===== src/rtl/mux_select_scanner.sv =====
// ---------------------------------------------------------------------------
// mux_select_scanner
//
// Generates the 2-bit select pair for the 4-to-1 switch multiplexer.
// sel[1] drives the second-level mux. sel[0] drives both first-level muxes.
//
// The select source depends on the registered mode (state):
//   MANUAL    : sel follows manual_sel on every clock edge.
//   SCAN_UP   : sel increments (mod 4) once every DIV_MAX+1 clocks.
//   SCAN_DOWN : sel decrements (mod 4) once every DIV_MAX+1 clocks.
//   STEP      : sel increments (mod 4) once per press of step_n.
//
// tick pulses for one cycle in the cycle after sel changes value.
// A downstream display uses it to refresh.
//
// Ports
//   clock       in   system clock, rising edge
//   resetn      in   asynchronous active-low reset
//   mode        in   [1:0] 00 MANUAL, 01 SCAN_UP, 10 SCAN_DOWN, 11 STEP
//   manual_sel  in   [1:0] select value used in MANUAL
//   step_n      in   active-low push button, asynchronous to clock
//   sel         out  [1:0] registered mux select
//   tick        out  registered one-cycle change pulse
//   state_dbg   out  [1:0] current FSM state, for observation only
//
// Every output is driven directly by a flop, so no input reaches sel or tick
// through combinational logic.
// ---------------------------------------------------------------------------
module mux_select_scanner #(
   parameter int          DIV_WIDTH = 26,
   parameter int unsigned DIV_MAX   = 49_999_999
) (
   input  logic       clock,
   input  logic       resetn,
   input  logic [1:0] mode,
   input  logic [1:0] manual_sel,
   input  logic       step_n,
   output logic [1:0] sel,
   output logic       tick,
   output logic [1:0] state_dbg
);

   typedef enum logic [1:0] {
      ST_MANUAL    = 2'b00,
      ST_SCAN_UP   = 2'b01,
      ST_SCAN_DOWN = 2'b10,
      ST_STEP      = 2'b11
   } state_t;

   localparam logic [DIV_WIDTH-1:0] DIV_TC = DIV_WIDTH'(DIV_MAX);

   state_t               state;
   state_t               mode_state;
   logic [DIV_WIDTH-1:0] div_count;
   logic                 step_sync1;
   logic                 step_sync2;
   logic                 step_hist;

   logic                 mode_change;
   logic                 scanning;
   logic                 advance;
   logic                 step_pulse;
   logic [1:0]           next_sel;

   assign mode_state  = state_t'(mode);
   assign mode_change = (mode_state != state);
   assign scanning    = (state == ST_SCAN_UP) || (state == ST_SCAN_DOWN);

   // A mode change overrides the divider terminal count. The advance is
   // dropped and the count restarts, so the new scan always waits a full
   // period.
   assign advance = scanning && !mode_change && (div_count == DIV_TC);

   // The history flop holds the previous synchronized level. A 1 -> 0 step
   // gives exactly one pulse per press, however long the button is held.
   assign step_pulse = !step_sync2 && step_hist;

   // Next select value.
   // The behaviour is chosen by the registered state, not by the raw mode.
   // On the edge where mode changes, the old state's rule still applies.
   always_comb begin
      next_sel = sel;
      case (state)
         ST_MANUAL:    next_sel = manual_sel;
         ST_SCAN_UP:   if (advance) next_sel = sel + 2'd1;
         ST_SCAN_DOWN: if (advance) next_sel = sel - 2'd1;
         ST_STEP:      if (step_pulse) next_sel = sel + 2'd1;
         default:      next_sel = sel;
      endcase
   end

   // State register, rate divider, step synchronizer and registered outputs.
   always_ff @(posedge clock or negedge resetn) begin
      if (!resetn) begin
         state      <= ST_MANUAL;
         div_count  <= '0;
         step_sync1 <= 1'b1;
         step_sync2 <= 1'b1;
         step_hist  <= 1'b1;
         sel        <= 2'b00;
         tick       <= 1'b0;
      end else begin
         state <= mode_state;

         // The divider runs only while scanning with a stable mode.
         if (!scanning || mode_change || advance) begin
            div_count <= '0;
         end else begin
            div_count <= div_count + 1'b1;
         end

         step_sync1 <= step_n;
         step_sync2 <= step_sync1;
         step_hist  <= step_sync2;

         sel  <= next_sel;
         // Compare against the next value rather than the load source.
         // Reloading an unchanged value then produces no tick.
         tick <= (next_sel != sel);
      end
   end

   assign state_dbg = state;

endmodule


===== config.mk =====
export PLATFORM = sky130hd
export DESIGN_NAME = mux_select_scanner
export DESIGN_NICKNAME = d
export VERILOG_FILES = /design/src/rtl/mux_select_scanner.sv
export SDC_FILE = /design/constraint.sdc
export NUM_CORES = 1
export LEC_CHECK = 0
export BUFFER_PORTS_ARGS = -buffer_cell sky130_fd_sc_hd__clkbuf_2
export CORE_ASPECT_RATIO = 0.9
export CORE_MARGIN = 2
export CORE_UTILIZATION = 52
export DETAILED_ROUTE_END_ITERATION = 16
export PLACE_DENSITY = 0.69
export SYNTH_ARGS = -nofsm -noshare
export SYNTH_HDL_FRONTEND = slang
export SYNTH_SLANG_ARGS = --single-unit

===== constraint.sdc =====
create_clock -name clock -period 2.25 [get_ports clock]
set_input_delay 0.3375 -clock clock [delete_from_list [all_inputs] [get_ports clock]]
set_output_delay 0.3375 -clock clock [all_outputs]
set_load 0.01 [all_outputs]

; Word-level counts from Yosys, hierarchy flattened
; Cells that the tools add are included.
[classes]
add_sub_neg = 3
multipliers = 0
div = 0
order_cmp = 0
eq_ne = 6
shift = 0
mux = 5
bitwise = 0
n_reduce_logical = 10
[op_table]
columns = op, n
row1 = $add 26x1->26 const B, 1
row2 = $eq 26x26->1 const B, 1
row3 = $mux 26, 1
row4 = $pmux 2 s4, 1
row5 = $mux 2, 3
row6 = $eq 2x2->1 const B, 2
row7 = $ne 2x2->1, 2
row8 = $logic_and 1x1->1, 3
row9 = $logic_not 1->1, 3
row10 = $logic_or 1x1->1, 3
row11 = $add 2x1->2 const B, 1
row12 = $eq 2x1->1 const B, 1
row13 = $logic_not 2->1, 1
row14 = $sub 2x1->2 const B, 1
[word_totals]
reg_bits = 34
latchBits = 0
ramBits = 0
rom_bits = 0
inputBits = 7
out_inout_bits = 5
wordCells = 31
mem_count = 0

; Depth between registers and ports, before layout
; Gate-level depths: netlist of the first run.
[logic_depth]
depth_word = 7
ltp_mapped = 8
mapped_depth_nobuf = 7

; Worst setup path after synthesis of the first run
; No wires, ideal clock.
[synth_timing]
kind = reg2reg
from = reg div_count[0]
to = reg sel[0]
setup_ns = 0.069
t_arrival_ns = 1.946
required_ns = 2.181
slack_ns = 0.235
path_stages_with_launch = 7
path_buffers = 0
synth_period_minus_slack_ns = 2.015
cell_sequence = dfrtp_1 ha_1 nand4_2 or2_1 or4_4 or4_1 nand3_1
[synth_between]
elab_chain_cells = 4
word_cells_on_any_way = 5
cone_classes = eq/ne: 1 / mux: 3 / reduce/logical: 1
[synth_rtl]
columns = element, line
row1 = start: declaration, 54  ; logic [DIV_WIDTH-1:0] div_count;
row2 = start signal: assignment, 109  ; div_count <= div_count + 1'b1;
row3 = $eq 26x26->1 (*), 72  ; assign advance = scanning && !mode_change && (div_count == DIV_TC);
row4 = $logic_and 1x1->1 (*), 72
row5 = $mux 2 (on tied branches), "86, 85"
row6 = $pmux 2 s4 (*), 83  ; case (state)
row7 = named net next_sel[0], 63  ; logic [1:0] next_sel;
row8 = end signal: assignment, 116  ; sel <= next_sel;
row9 = end: declaration, 38  ; output logic [1:0] sel,
; Mark *: on every way through the listed nets, which the timed path passes. The rest lies on a longest branch.

; Worst setup path in the final report of the first run
; Ends and elaborated chain as after synthesis.

==> results by group, run 1 <==
Clock network
  – Post-CTS sizing: 0
  – Max Root-Sink Buffers: 2
  – CTS Buf Count: 5
  – CTS tree: built
  – Reg clk slew, reported paths: about 0.070 ns
  – CTS Root Cell: clkbuf_8
  – Worst-Skew Late Latency: between 0.2 and 0.3 ns
  – Clk sink count: 34
  – Postcts setup bufs: 0
  – Post-CTS Hold Buffers: 0
  – H-tree depth: 2

Routing
  – WL/cell: 14.26 um
  – Final WL: between 3000 and 4000 um
  – # DRC: 0
  – TritonRoute pass-1 iters: 4
  – Via count: 1379
  – Via-per-instance ratio: between 5 and 6
  – Starting DRT DRC Count: 103
  – Post-DRT Antenna Nets: 0

Floorplan
  – Die Wd: 66.54 um
  – Die Height: 60.29 um
  – IO Count: 12
  – Core box area: 3378 sq um
  – Die ar.: about 4000 sq um
  – Row count: 20
  – Initial Utilization: between 50% and 60%

GRT
  – Congestion Overflow GR: 0
  – Initial antenna violation count: 0
  – Vias in the first global route: 1356
  – Largest net degree at the start of global routing: 35
  – Tot GR Track Use: roughly a fifth
  – Global-route wire length before repair: about 6100 um

STA
  – Fin. max-slew vios: 0
  – Fin Setup TNS: 0 ns
  – Fmax: about 460 MHz
  – Rel. slew slack: 43.56%
  – Final min period: between 2 and 2.5 ns
  – RSZ-0062 raised after global routing: false
  – Tcrit/Tclk final: 95.70%
  – Fin. Hold Viols: 0
  – Slew @ Worst Pin: around 0.85 ns
  – Worst hold slack: ~0.12 ns
  – Post-Route Skew: between 0.002 and 0.003 ns
  – Setup-failing EPs final: 0

Pwr
  – Leak: approximately 0.84 nW
  – Max VDD drop: around 0.38 mV
  – P per Cell Area: 606.9 nW/um^2

Worst setup path
  – Startpoint types: register
  – CP Capture Type: register
  – Crit-path slowest cell: or4_4
  – Arrival time worst endpoint: 2.38 ns
  – Critical Path, Cell by Cell: ha_2, nand4_2, or2_1, or4_4, or4_1, nand3_1
  – Kind of critical path: reg2reg
  – CP Max Fanout: 5
  – Worst path max stage delay: around 0.53 ns
  – Worst Path Required: 2.48 ns

Yosys
  – Mapped Nets: 201
  – Synthesized area: approximately 1800 sq um
  – Yosys warning count: 0
  – Post-Syn Instances: between 150 and 200
  – Syn avg cell area: around 9.7 sq um
  – Seq/Total Area, Yosys: a little under half
  – FF+latch count, synth: 34
  – Netlist cell types: 38

Placement
  – Port bufs: 11
  – Post-DP HPWL: ~2400 um
  – Global placer's final weighted congestion: 0.8481

Job
  – Max Cap Viol: 0

Final layout
  – Antenna diodes: 0
  – Fin nets: between 200 and 250
  – Syn-to-layout area delta: 10.80%
  – Share of cells above drive strength 1: 15.27%

Status
  – Outcome: finished clean

Hold path
  – Worst hold path type: in2reg
-- per-stage QoR --
| stage | util, % | area (sq um) | instances | setup WS [ns] | total power [mW] |
|---|---|---|---|---|---|
| CTS | 59.78 | 2019 | 247 | 0.08360 | 1.244 |
| floorplan | - | 1831 | 189 | 0.2350 | 0.7306 |
| detailed placement | 56.96 | 1924 | 239 | 0.1242 | 0.7723 |
| global placement | 56.96 | 1924 | 239 | 0.1738 | 0.7669 |
| global route | 60.04 | 2028 | 247 | 0.004785 | 1.282 |
| finish | 60.04 | 2028 | 247 | 0.09664 | 1.231 |
-- critical path: cells and delay by family (launching register included) --
| family | cells | cell delay (ns) |
|---|---|---|
| fa+ha+maj | 1 | 0.23 |
| simple gates | 5 | 1.47 |
| flops | 1 | 0.39 |
-- layout make-up --
type,instances,area (sq um)
fill,302,1350
multi-input combinational,144,942.2
sequential,34,854.6
clock buffer,6,82.58
timing repair buffer,12,62.56
tap,44,55.05
inverter,5,18.77
clock inverter,2,12.51
-- cell families (layout without fill, tap and decap cells) --
logic type      Yosys count  in the layout  share of synthesized area [%]
xor+xnor                 29             29                          13.88
flops                    34             34                          46.68
fa+ha+maj                 5              5                          3.418
mux                       3              3                          1.709
simple gates             94             94                          27.68
buf+inv                  11             25                          2.324
compound gates           13             13                          4.306
-- metal layers --
| metal | part of all wire (%) | vias to the layer above | track usage [%] |
|---|---|---|---|
| met1 | 49 | 676 | 24.82 |
| li1 | - | 678 | - |
| met3 | 3.5 | 6 | 6.780 |
| met4 | 1.6 | 0 | 7.872 |
| met2 | 45 | 19 | 34.71 |
| met5 | 0 | - | 0 |
-- synthesized netlist by cell type (all sizes together) --
master  number  area share [%]
clkbuf       5             1.0
and3         6             2.1
a21oi        5             1.4
o211ai       1            0.41
dfstp        3             4.3
mux2         1            0.62
nand2b       2            0.68
a211o        1            0.48
nor2        31             6.4
and2         2            0.68
nor4bb       2             1.1
xnor2       10             4.8
nor3         2            0.82
o21ai        4             1.1
or2          2            0.68
o221ai       1            0.48
nand4       11             4.1
nor3b        2            0.82
nor2b        2            0.68
mux2i        2             1.1
nand2       11             2.3
or4          2             1.0
inv          5             1.0
nor4         4             1.4
o311ai       1            0.48
dfrtp       31              42
xor2        19             9.1
and4         3             1.4
nand3b       1            0.41
nand3        9             2.5
or3          2            0.75
ha           5             3.4
buf          1            0.27
-- cells in the final DEF, fill, tap and decap left out, drive strengths merged, types with 2 or more instances in the layout --
master   n
mux2i    2
inv      5
nand3    9
dfrtp   31
nor4bb   2
and4     3
nor2b    2
nand2   11
nand2b   2
or4      2
or3      2
a21oi    5
and3     6
nor2    31
nand4   11
and2     2
xor2    19
dfstp    3
xnor2   10
clkbuf  17
nor4     4
o21ai    4
ha       5
nor3     2
nor3b    2
or2      2
-- sequential cells by signal, summed over array words and instances, names as in the netlist --
name and cells:
step_sync2 1, step_sync1 1, div_count 26, tick 1, sel 2, step_hist 1, state_dbg 2
-- power breakdown --
group          internal (mW)  total, mW  switching (mW)
logic                 0.0477      0.113          0.0655
clock network          0.246      0.470           0.224
registers              0.628      0.648          0.0197
-- path summary, 6_finish.rpt --
path | start | to | slack (ns) | depth (start not counted)
worst max-delay path | div_count[0] | sel[0] | 0.1 | 6
worst min-delay path | step_n | step_sync1 | 0.12 | 1
worst max register to register | div_count[0] | sel[0] | 0.1 | 6
min in group asynchronous | resetn | tick | 0.14 | 1
max in group asynchronous | resetn | div_count[24] | 1.57 | 1
worst min register to register | step_sync1 | step_sync2 | 0.36 | 0
(Power assumes the default switching activity.)
==> run 2, diff against run 1 <==
--- a/config.mk
+++ b/config.mk
@@ -11,6 +11,7 @@
 export CORE_UTILIZATION = 52
 export DETAILED_ROUTE_END_ITERATION = 16
 export PLACE_DENSITY = 0.69
+export RECOVER_POWER = 50
 export SYNTH_ARGS = -nofsm -noshare
 export SYNTH_HDL_FRONTEND = slang
 export SYNTH_SLANG_ARGS = --single-unit
==> results by group, run 2 (synthesis results as in run 1) <==
Final layout
  – Max reg flops: 26 (unchanged)
  – Reg with most FFs: div_count
  – Syn-to-layout area delta: 10.59%
  – Fin nets: 214 (unchanged)
  – Final instance area: 2024 sq um (-0.19%)
  – Antenna diodes: 0 (unchanged)
  – Share of cells above drive strength 1: 13.30% (-2.0 points)
  – Most frequent cells in the layout: nor2_1, dfrtp_1, xor2_1
  – Final-layout fill cell count: 300 (-0.66%)
  – Multi-input gate area: 942.2 sq um (unchanged)
  – FF+latch area: 854.6 sq um (unchanged)

Pwr
  – Sequential power share: 52.6% (about the same)
  – Combinational Power Share: 9.1% (about the same)
  – Sw frac: 25.21% (+0.050 points)
  – Max VDD drop: 0.3774 mV (+0.14%)
  – Internal power: 0.9201 mW (-0.13%)
  – P per Cell Area: 607.7 nW/um^2 (+0.13%)
  – Clock power share: 38.2% (about the same)
  – Leak: 0.8272 nW (-1.1%)
  – Net switching power: 0.3101 mW (+0.14%)

Routing
  – Via-per-instance ratio: 5.567 (-0.29%)
  – # DRC: 0 (unchanged)
  – Post-DRT Antenna Nets: 0 (unchanged)
  – Via count: 1375 (-0.29%)
  – Final WL: 3527 um (+0.11%)
  – TritonRoute pass-1 iters: 4 (unchanged)
  – Starting DRT DRC Count: 88 (-15%)
  – WL/cell: 14.28 um (+0.11%)

Floorplan
  – Core box area: 3378 sq um (unchanged)
  – Die ar.: 4011 sq um (unchanged)
  – Row count: 20 (unchanged)
  – Die Height: 60.29 um (unchanged)
  – Die Wd: 66.54 um (unchanged)
  – IO Count: 12 (unchanged)
  – Initial Utilization: 54.19% (unchanged)

Worst setup path
  – Kind of critical path: reg2reg
  – CP Capture Type: register
  – Arrival time worst endpoint: 2.38 ns (about the same)
  – Worst Path Required: 2.48 ns (about the same)
  – Flop2flop setup slack: 0.1 ns (about the same)
  – CP Max Fanout: 5 (unchanged)
  – Critical path's top delay family: simple AND/OR/NAND/NOR gates
  – Startpoint types: register
  – Crit path buffers/inverters: 0 (unchanged)
  – Critical Path Stages: 6 (unchanged)
  – FF-to-FF path depth: 6 (unchanged)
  – Worst path max stage delay: 0.53 ns (about the same)
  – Critical Path, Cell by Cell: ha_2, nand4_2, or2_1, or4_4, or4_1, nand3_1
  – Crit-path slowest cell: or4_4

Clock network
  – CTS tree: built
  – Clk sink count: 34 (unchanged)
  – H-tree depth: 2 (unchanged)
  – Max Root-Sink Buffers: 2 (unchanged)
  – Worst-Skew Late Latency: 0.29 ns (about the same)
  – Reg clk slew, reported paths: 0.07 ns (about the same)
  – CTS Buf Count: 5 (unchanged)
  – CTS Root Cell: clkbuf_8
  – Post-CTS Hold Buffers: 0 (unchanged)

STA
  – Fin Setup TNS: 0 ns (unchanged)
  – Rel. slew slack: -20.91% (-64 points)
  – Tcrit/Tclk final: 95.72% (about the same)
  – Post-Route Skew: 0.003150 ns (+0.0004249 ns)
  – Fmax: 464.3 MHz (about the same)
  – Final min period: 2.154 ns (+0.0002864 ns)
  – Fin. Hold Viols: 0 (unchanged)
  – Setup-failing EPs final: 0 (unchanged)
  – Slew @ Worst Pin: 1.814 ns (+0.9671 ns)
  – Final setup margin: 0.09636 ns (-0.0002864 ns)
  – RSZ-0062 raised after global routing: false
  – Fin. max-slew vios: 35 (+35)

Status
  – Failing checks: capacitance limit, slew limit
  – Outcome: finished with violations

Placement
  – Port bufs: 11 (unchanged)
  – DP Worst Slack: 0.1242 ns (unchanged)
  – Global placer's final weighted congestion: 0.8481 (unchanged)
  – Post-DP Area: 1924 sq um (unchanged)
  – Post-DP HPWL: 2385 um (unchanged)

GRT
  – Largest net degree at the start of global routing: 35 (unchanged)
  – Vias in the first global route: 1356 (unchanged)
  – Tot GR Track Use: 20.67% (unchanged)
  – Initial antenna violation count: 0 (unchanged)
  – Congestion Overflow GR: 0 (unchanged)
  – Global-route wire length before repair: 6051 um (unchanged)

Hold path
  – Hold depth: 1 (unchanged)
  – Worst hold path type: in2reg

Job
  – Max Cap Viol: 1 (+1)
-- run 2: path summary, 6_finish.rpt --
| kind | start | end |
|---|---|---|
| worst max-delay path | div_count[0] | sel[0] |
| worst min-delay path | step_n | step_sync1 |
| max in group asynchronous | resetn | div_count[24] |
| worst min register to register | step_sync1 | step_sync2 |
| min in group asynchronous | resetn | tick |
| worst max register to register | div_count[0] | sel[0] |
-- run 2: layout make-up --
| class | instances | area share, % |
|---|---|---|
| multi-input combinational | 144 | 46.54 |
| sequential | 34 | 42.21 |
| clock buffer | 6 | 4.079 |
| timing repair buffer | 12 | 2.905 |
| tap | 44 | 2.719 |
| inverter | 5 | 0.9271 |
| clock inverter | 2 | 0.6180 |
-- run 2: layer usage --
metal / routed length (um) / track usage, % / vias to the layer above / part of all wire (%)
met5: 0 / 0 / - / 0
li1: - / - / 678 / -
met4: 58 / 7.872 / 0 / 1.6
met1: 1751 / 24.82 / 670 / 50
met3: 133 / 6.780 / 6 / 3.8
met2: 1584 / 34.71 / 21 / 45
-- run 2: metrics by stage --
step,hold WS [ns],instances,util [%],total power [mW]
floorplan,0.04191,189,-,0.7306
global placement,0.3456,239,56.96,0.7669
detailed placement,0.3482,239,56.96,0.7723
CTS,0.1180,247,59.78,1.244
global route,0.1094,247,59.93,1.281
finish,0.1247,247,59.93,1.230
-- run 2: power by group through the flow --
stage | Combinational, mW | Clock, mW | Sequential, mW
floorplan | 0.0746 | 0 | 0.656
global placement | 0.110 | 0 | 0.656
detailed placement | 0.113 | 0 | 0.659
CTS | 0.114 | 0.483 | 0.647
global route | 0.129 | 0.503 | 0.649
finish | 0.112 | 0.470 | 0.647
-- run 2: what timing repair did --
action / in CTS / in global routing
buffers inserted: 0 / 0
gates resized for setup: 0 / 2
setup endpoints to repair: 0 / 2
==> run 3, diff against run 2 <==
--- a/config.mk
+++ b/config.mk
@@ -8,9 +8,9 @@
 export BUFFER_PORTS_ARGS = -buffer_cell sky130_fd_sc_hd__clkbuf_2
 export CORE_ASPECT_RATIO = 0.9
 export CORE_MARGIN = 2
-export CORE_UTILIZATION = 52
+export CORE_UTILIZATION = 45
 export DETAILED_ROUTE_END_ITERATION = 16
-export PLACE_DENSITY = 0.69
+export PLACE_DENSITY = 0.61
 export RECOVER_POWER = 50
 export SYNTH_ARGS = -nofsm -noshare
 export SYNTH_HDL_FRONTEND = slang
==> constraint.sdc (replaced) <==
create_clock -name clock -period 2.25 [get_ports clock]
set_input_delay 0.225 -clock clock [delete_from_list [all_inputs] [get_ports clock]]
set_output_delay 0.225 -clock clock [all_outputs]
set_load 0.01 [all_outputs]
==> results by group, run 3 (synthesis results as in run 1) <==
Status
  – Outcome: finished with violations
  – Failing checks: capacitance limit, slew limit

Worst setup path
  – Arrival time worst endpoint: 2.29 ns (-0.09 ns)
  – R2R Path End: tick
  – FF-to-FF path depth: 6 (unchanged)
  – CP Max Fanout: 5 (unchanged)
  – Worst Path Required: 2.42 ns (-0.06 ns)
  – Startpoint types: register
  – Flop2flop setup slack: 0.13 ns (+0.03 ns)
  – CP Capture Type: register
  – Setup crit end: tick
  – Critical Path Source: div_count[1]
  – Launching point of the worst reg2reg path: div_count[1]
  – Kind of critical path: reg2reg

Routing
  – TritonRoute pass-1 iters: 4 (unchanged)
  – WL/cell: 13.59 um (-4.9%)
  – Post-DRT Antenna Nets: 0 (unchanged)
  – Via count: 1381 (+0.44%)
  – Via-per-instance ratio: 5.502 (-1.2%)
  – Final WL: 3410 um (-3.3%)
  – # DRC: 0 (unchanged)
  – Starting DRT DRC Count: 82 (-6.8%)

Clock network
  – Clk sink count: 34 (unchanged)
  – CTS tree: built
  – Reg clk slew, reported paths: 0.07 ns (about the same)
  – Max Root-Sink Buffers: 2 (unchanged)
  – CTS Buf Count: 5 (unchanged)
  – H-tree depth: 2 (unchanged)
  – Worst-Skew Late Latency: 0.29 ns (about the same)
  – CTS Root Cell: clkbuf_8

Final layout
  – Non-Filler Instances: 251 (+1.6%)
  – Fin nets: 216 (+0.93%)
  – Most frequent cells in the layout: nor2_1, dfrtp_1, xor2_1
  – Share of cells above drive strength 1: 13.66% (+0.36 points)
  – Final-layout fill cell count: 356 (+19%)
  – Max reg flops: 26 (unchanged)
  – Syn-to-layout area delta: 11.69%
  – Final instance area: 2044 sq um (+0.99%)
  – Final core occ: 53.66% (-6.3 points)
  – Reg with most FFs: div_count
  – Antenna diodes: 0 (unchanged)

Floorplan
  – Core box area: 3810 sq um (+13%)
  – Die Height: 64.51 um (+7.0%)
  – IO Count: 12 (unchanged)
  – Row count: 21 (+5.0%)
  – Die Wd: 71.23 um (+7.0%)
  – Die ar.: 4595 sq um (+15%)
  – Initial Utilization: 48.05% (-6.1 points)

STA
  – Rel. slew slack: -20.23% (+0.68 points)
  – Setup-failing EPs final: 0 (unchanged)
  – Slew @ Worst Pin: 1.803 ns (-0.01020 ns)
  – Final setup margin: 0.1288 ns (+0.03245 ns)
  – Fmax: 471.4 MHz (+1.5%)
  – Final min period: 2.121 ns (-0.03245 ns)
  – Fin. max-slew vios: 35 (unchanged)
  – Worst hold slack: 0.07923 ns (-0.04542 ns)
  – Fin. Hold Viols: 0 (unchanged)
  – Fin Setup TNS: 0 ns (unchanged)
  – Post-Route Skew: 0.003743 ns (+0.0005928 ns)
  – Tcrit/Tclk final: 94.27% (-1.4 points)

GRT
  – Congestion Overflow GR: 0 (unchanged)
  – Largest net degree at the start of global routing: 35 (unchanged)
  – Initial antenna violation count: 0 (unchanged)
  – Vias in the first global route: 1414 (+4.3%)
  – Tot GR Track Use: 17.29% (-3.4 points)
  – Global-route wire length before repair: 6306 um (+4.2%)

Hold path
  – Worst hold path type: in2reg

Placement
  – Post-DP Area: 1927 sq um (+0.13%)
  – # placed instances: 241 (+0.84%)
  – Global placer's final weighted congestion: 0.8011 (-5.5%)
  – Port bufs: 11 (unchanged)
  – Post-DP HPWL: 2344 um (-1.7%)
  – DP Worst Slack: 0.1315 ns (+0.007302 ns)

Pwr
  – Max VDD drop: 0.3280 mV (-13%)
  – Overall power: 1.233 mW (+0.26%)
  – P per Cell Area: 603.3 nW/um^2 (-0.73%)
  – Leak: 0.8367 nW (+1.1%)

Job
  – Max Cap Viol: 1 (unchanged)
-- run 3: changes by cell type in the layout (fill, tap and decap cells not counted), sizes merged --
cell,previous run,this run
buf,1,2
dlygate4sd3,0,1
-- run 3: cell type report --
type	count	area [sq um]	area share, %
Multi-Input combinational cell	144	942.2	46.08
Clock buffer	6	82.58	4.039
Clock inverter	2	12.51	0.6120
Tap cell	46	57.56	2.815
Sequential cell	34	854.6	41.80
Inverter	5	18.77	0.9180
Timing Repair Buffer	14	76.32	3.733
-- run 3: worst max-delay path, stage by stage (launching register included) --
cell and delay [ns]:
dfrtp_1 0.38, ha_2 0.23, nand4_2 0.14, or2_1 0.28, or4_4 0.53, and3_1 0.18, a211o_1 0.27
-- run 3: where the power goes --
part	switching [mW]	total, mW	internal (mW)	leakage [nW]
clock network	0.225	0.470	0.246	0.0472
registers	0.0188	0.646	0.627	0.454
logic	0.0668	0.117	0.0498	0.336
total	0.310	1.23	0.923	0.837
-- run 3: worst min path at each step --
stage / startpoint / endpoint / slack [ns] / cells after the start
after floorplan: resetn / div_count[0] / -0.07 / 0
after global placement: step_n / step_sync1 / 0.31 / 1
after detailed placement: step_n / step_sync1 / 0.31 / 1
after CTS: step_n / step_sync1 / 0.004 / 1
after global routing: mode[0] / state_dbg[0] / 0.07 / 1
final: mode[1] / state_dbg[1] / 0.08 / 1
-- run 3: layer usage --
layer / vias up / track usage, % / part of all wire [%] / wire, um
li1: 680 / - / - / -
met4: 0 / 7.783 / 2.1 / 72
met1: 667 / 23.93 / 51 / 1744
met5: - / 0 / 0 / 0
met2: 25 / 25.93 / 43 / 1483
met3: 9 / 3.733 / 3.2 / 110
-- run 3: timing repair --
item	4_1_cts	5_1_grt
setup endpoints to repair	0	3
endpoints found under the hold margin	0	1
resized for setup	0	2
hold buffers	0	1
setup buffers	0	1
